$ cat src/rtl/alu_arb_pkg.sv
// rtl/alu_arb_pkg.sv - shared FSM encoding, ALU op codes and round-robin wrap helper for alu_share_arb
package alu_arb_pkg;

    typedef enum logic [1:0] {
        IDLE = 2'd0,
        EXEC = 2'd1,
        RESP = 2'd2
    } state_t;

    localparam logic [1:0] ALU_OP_ADD = 2'd0;
    localparam logic [1:0] ALU_OP_SUB = 2'd1;
    localparam logic [1:0] ALU_OP_AND = 2'd2;
    localparam logic [1:0] ALU_OP_OR  = 2'd3;

    function automatic int rr_wrap(input int id, input int n);
        return (id + 1 >= n) ? 0 : id + 1;
    endfunction

endpackage

$ cat src/rtl/rr_arbiter.sv
// rtl/rr_arbiter.sv - combinational round-robin pick: first set req at or above ptr, wrapping
module rr_arbiter #(
    parameter int N_REQ = 2,
    parameter int ID_W  = 1
) (
    input  logic [N_REQ-1:0] req,
    input  logic [ID_W-1:0]  ptr,
    output logic [N_REQ-1:0] grant,
    output logic [ID_W-1:0]  grant_id,
    output logic             any
);

    logic [2*N_REQ-1:0] req_dbl;
    logic [2*N_REQ-1:0] gnt_dbl;
    logic [N_REQ-1:0]   rot;
    logic [N_REQ-1:0]   rot_gnt;

    // Rotate so ptr sits at bit 0, pick the lowest set bit, then rotate back.
    always_comb begin
        req_dbl  = {req, req};
        rot      = N_REQ'(req_dbl >> ptr);
        rot_gnt  = '0;
        grant_id = '0;
        any      = 1'b0;
        for (int j = 0; j < N_REQ; j++) begin
            if (!any && rot[j]) begin
                any        = 1'b1;
                rot_gnt[j] = 1'b1;
                grant_id   = ID_W'((int'(ptr) + j) % N_REQ);
            end
        end
        gnt_dbl = {{N_REQ{1'b0}}, rot_gnt} << ptr;
        grant   = gnt_dbl[N_REQ-1:0] | gnt_dbl[2*N_REQ-1:N_REQ];
    end

endmodule

$ cat src/rtl/alu_share_arb.sv
// rtl/alu_share_arb.sv - round-robin sharing of one external alu32bit; ALU_ARB_STATS_EN enables op_count
module alu_share_arb
    import alu_arb_pkg::*;
#(
    parameter int N_REQ  = 2,
    parameter int DATA_W = 32,
    parameter int ID_W   = 1
) (
    input  logic                    clk,
    input  logic                    rst,
    input  logic [N_REQ-1:0]        req_valid,
    output logic [N_REQ-1:0]        req_ready,
    input  logic [N_REQ*DATA_W-1:0] req_a,
    input  logic [N_REQ*DATA_W-1:0] req_b,
    input  logic [N_REQ-1:0]        req_c,
    input  logic [N_REQ*2-1:0]      req_ctrl,
    output logic                    rsp_valid,
    input  logic                    rsp_ready,
    output logic [ID_W-1:0]         rsp_id,
    output logic [DATA_W-1:0]       rsp_data,
    output logic                    rsp_carry,
    output logic [DATA_W-1:0]       alu_in_a,
    output logic [DATA_W-1:0]       alu_in_b,
    output logic                    alu_in_c,
    output logic [1:0]              alu_ctrl,
    input  logic [DATA_W-1:0]       alu_out,
    input  logic                    alu_c_out,
    output logic [15:0]             op_count
);

    state_t            state, state_next;
    logic [ID_W-1:0]   rr_ptr;
    logic [N_REQ-1:0]  grant;
    logic [ID_W-1:0]   grant_id;
    logic              grant_any;
    logic              accept;
    logic              rsp_fire;
    logic [DATA_W-1:0] sel_a, sel_b;
    logic              sel_c;
    logic [1:0]        sel_ctrl;

    rr_arbiter #(
        .N_REQ (N_REQ),
        .ID_W  (ID_W)
    ) u_rr (
        .req      (req_valid),
        .ptr      (rr_ptr),
        .grant    (grant),
        .grant_id (grant_id),
        .any      (grant_any)
    );

    always_ff @(posedge clk) begin
        if (rst) state <= IDLE;
        else     state <= state_next;
    end

    always_comb begin
        state_next = state;
        req_ready  = '0;
        accept     = 1'b0;
        rsp_fire   = 1'b0;
        case (state)
            IDLE: begin
                if (!rst) req_ready = grant;
                if (grant_any) begin
                    accept     = 1'b1;
                    state_next = EXEC;
                end
            end
            EXEC: state_next = RESP;
            RESP: begin
                if (rsp_ready) begin
                    rsp_fire   = 1'b1;
                    state_next = IDLE;
                end
            end
            default: state_next = IDLE;
        endcase
    end

    always_comb begin
        sel_a    = '0;
        sel_b    = '0;
        sel_c    = 1'b0;
        sel_ctrl = 2'd0;
        for (int i = 0; i < N_REQ; i++) begin
            if (grant[i]) begin
                sel_a    = req_a[i*DATA_W +: DATA_W];
                sel_b    = req_b[i*DATA_W +: DATA_W];
                sel_c    = req_c[i];
                sel_ctrl = req_ctrl[i*2 +: 2];
            end
        end
    end

    // ALU inputs stay frozen from accept through RESP so the result is stable while stalled.
    always_ff @(posedge clk) begin
        if (rst) begin
            rr_ptr    <= '0;
            rsp_valid <= 1'b0;
            rsp_id    <= '0;
            rsp_data  <= '0;
            rsp_carry <= 1'b0;
            alu_in_a  <= '0;
            alu_in_b  <= '0;
            alu_in_c  <= 1'b0;
            alu_ctrl  <= 2'd0;
        end else begin
            if (accept) begin
                alu_in_a <= sel_a;
                alu_in_b <= sel_b;
                alu_in_c <= sel_c;
                alu_ctrl <= sel_ctrl;
                rsp_id   <= grant_id;
            end
            if (state == EXEC) begin
                rsp_data  <= alu_out;
                rsp_carry <= alu_c_out;
                rsp_valid <= 1'b1;
            end
            if (rsp_fire) begin
                rsp_valid <= 1'b0;
                rr_ptr    <= ID_W'(rr_wrap(int'(rsp_id), N_REQ));
            end
        end
    end

`ifdef ALU_ARB_STATS_EN
    logic [15:0] op_cnt;

    always_ff @(posedge clk) begin
        if (rst)                               op_cnt <= 16'h0000;
        else if (rsp_fire && op_cnt != 16'hFFFF) op_cnt <= op_cnt + 16'd1;
    end

    assign op_count = op_cnt;
`else
    assign op_count = 16'h0000;
`endif

endmodule

$ cat config.mk
export PLATFORM = sky130hd
export DESIGN_NAME = alu_share_arb
export DESIGN_NICKNAME = d
export VERILOG_FILES = /design/src/rtl/alu_arb_pkg.sv /design/src/rtl/rr_arbiter.sv /design/src/rtl/alu_share_arb.sv
export SDC_FILE = /design/constraint.sdc
export NUM_CORES = 1
export LEC_CHECK = 0
export CAP_MARGIN = 30
export CORE_UTILIZATION = 30
export CTS_CLUSTER_SIZE = 30
export DETAILED_ROUTE_END_ITERATION = 6
export PLACE_DENSITY_LB_ADDON = 0.2
export SLEW_MARGIN = 0
export SYNTH_ARGS = -nofsm -noshare
export SYNTH_HDL_FRONTEND = slang
export SYNTH_HIERARCHICAL = 1
export SYNTH_SLANG_ARGS = --single-unit
$ cat constraint.sdc
create_clock -name clk -period 1.8 [get_ports clk]
set_input_delay 0.36 -clock clk [delete_from_list [all_inputs] [get_ports clk]]
set_output_delay 0.36 -clock clk [all_outputs]
set_load 0.02 [all_outputs]
==> flow_summary.toml <==
[yosys]
ys_seq_area_share_pct = 49.3
synth_top_area_cell = "dfxtp_1"
syn_avg_cell_area_sq_um = 8.57
netlist_area_sq_mm = 0.00426
ys_types = 24
synth_area_leaders = "dfxtp_1 49%, a221oi_1 12%, nor3_1 8.1%"
ys_warn_count = 6
syn-instance-count = 497
synth_top_area_share_pct = 49.3
ys_ff_latch = 105

[global_routing]
grt_max_degree = 58
grt-ovfl-total = 0
grt_pass1_vias = 4556
grt_use_total_pct = 20.0
antenna_found_initial = 0
grt_pass1_wl_mm = 22.7

[power_and_ir_drop]
p_per_area_mw_per_mm2 = 913
vdd_drop_max_mv = 0.606
p_leak_nw = 2.90

[die]
initial_core_util_pct = 30.7
fp.dieArea_sq_mm = 0.0147
die_y_um = 121
core_area_sq_mm = 0.0139
num_rows = 43
ioPinCount = 292
die_w_um = 121

[place]
dp_cells = 926
io_buffer_count = 275
place_area_sq_mm = 0.00725
hpwl_mm = 10.6
post-place-ws_ns = -0.533
place_congestion = 0.781

[status]
outcome = "finished clean"

[cts]
cts.htree.levels = 3
max-clock-path-buffers = 2
cts_buffers = 9
clock_latency_ns = 0.34
cts_tree = "done"
path_clk_slew_ns = 0.07
cts_hold_buf = 0
post_cts_buffers = 0
root_buffer = "clkbuf_16"
cts.sinks = 105

[layout]
layout-drive-gt1-share_pct = 11.0
filler_cell_count = 1256
diodes = 0
regArea_sq_mm = 0.00210
area_growth_pct = 82.4
post-route-cell-area_sq_mm = 0.00777
fin_nets = 930
layout_common_cells = "271 x clkdlybuf4s50_1, 105 x dfxtp_1, 70 x nor2_1, 68 x nor3_1, 68 x nand2_1"
mostFrequentLayoutCell = "clkdlybuf4s50_1"
layoutNonFillerInstCount = 943
multi_input_area_sq_mm = 0.00203

[sta]
finClkSkew_ns = 0.00534
rsz0062_at_grt = "true"
hold_viol_final = 0
drv_slew = 0
max_freq_mhz = 565
post-route-period-util_pct = 98.3
worst_pin_slew_ns = 0.545
worst_slack_ns = 0.0314
setup_viol = 0
min_period_ns = 1.77
setup_tns_ns = 0
hold_ws_ns = 0.456
max-slew-margin-rel_pct = 63.6

[route]
drt.antenna.violating_nets = 0
dr_total_vias = 4675
first_pass_iters = 4
drt_wl_total_mm = 15.2
first_iter_violations = 233
drc = 0
viasPerCell = 4.96
wl_per_cell_um = 16.1

[critical_path]
crit_arrival_ns = 1.97
crit_path_start_kind = "input pin"
crit_path_end_kind = "flop"
cp.required_ns = 2.00
cp_num_buf_inv = 2
critPathSlowestCell = "clkdlybuf4s50_1"
critPathMaxFanout = 23
path_cells = "clkdlybuf4s50_1 -> or2_1 -> or3b_4 -> buf_12 -> a221oi_1 -> nor3_1"
crit_family = "buffers and inverters"
slowest_delay_ns = 0.49
critPathKind = "in2reg"

[run]
maxCapViolCount = 0

[min_path]
hp-class = "reg2reg"
[metal layers]
metal	up-vias	wire length (um)	global-route usage (%)	part of all wire (%)
li1	2260	-	-	-
met3	28	1370	6.06	9.0
met2	224	7230	34.2	48
met1	2163	6130	22.5	40
met4	0	422	9.49	2.8
met5	-	0	0	0
[synth_stat cells, drive strengths merged]
cell type and count:
nand2 68, nor3b 1, clkbuf 26, inv 1
nor2b 3, and3b 1, dfxtp 105, conb 1
or2 1, a21boi 3, buf 40, nor3 69
nor2 70, a21oi 35, and2 2, a221oi 67
or3b 2, nand2b 1, a211oi 1
[what timing repair did]
action / 4_1_cts / 5_1_grt
gates resized for setup: 22 / 16
gates cloned: 1 / 0
pin swaps: 0 / 3
endpoints found under the setup margin: 66 / 40
endpoints found under the hold margin: 0 / 0
[worst paths after layout]
path,startpoint,to,slack (ns),depth (start not counted)
setup / recovery,req_valid[0],alu_ctrl[0],0.03,6
hold / removal,rsp_data[3],rsp_data[3],0.46,2
setup reg to reg,rr_ptr,alu_in_b[7],0.14,8
hold reg to reg,rsp_data[3],rsp_data[3],0.46,2
[kinds of logic after synthesis]
| family | count (synthesis) | synth area share (%) |
|---|---|---|
| AOI/OAI and AO/OA | 106 | 20.1 |
| DFF | 105 | 49.3 |
| buffers and inverters | 67 | 8.31 |
| and+or+nand+nor | 218 | 22.2 |
| other | 1 | 0.0880 |
[flip-flops by register name, summed over array words and instances, names as in the netlist]
signal     flops
alu_in_a      32
alu_in_b      32
rsp_data      32
alu_ctrl       2
state          2
alu_in_c       1
rr_ptr         1
rsp_carry      1
rsp_id         1
rsp_valid      1
[worst register-to-register path: stages, from the launching register on]
cell,delay (ns)
dfxtp_1,0.38
inv_1,0.10
a21boi_4,0.18
buf_6,0.14
nor2b_4,0.05
buf_12,0.14
buf_4,0.18
a221oi_2,0.30
nor3_1,0.09
[report_power, final]
group | internal (mW) | switching (mW)
clock network | 1.36 | 0.884
logic | 1.10 | 1.06
registers | 2.56 | 0.125
total | 5.02 | 2.07
[stage by stage]
| stage | util [%] | power [mW] |
|---|---|---|
| final | 56.0 | 7.09 |
| after global routing | 56.0 | 7.45 |
| after global placement | 52.0 | 4.77 |
| after detailed placement | 52.2 | 4.81 |
| after floorplan | - | 3.73 |
| after CTS | 55.3 | 7.13 |
[final cells by class]
type,instances,share of cell area [%]
clock buffer,9,2.90
sequential,105,27.0
tap,180,2.90
multi-input combinational,340,26.1
inverter,1,0.0483
timing repair buffer,301,39.4
clock inverter,7,1.53
Note: power is estimated with default switching activity, not from simulation.
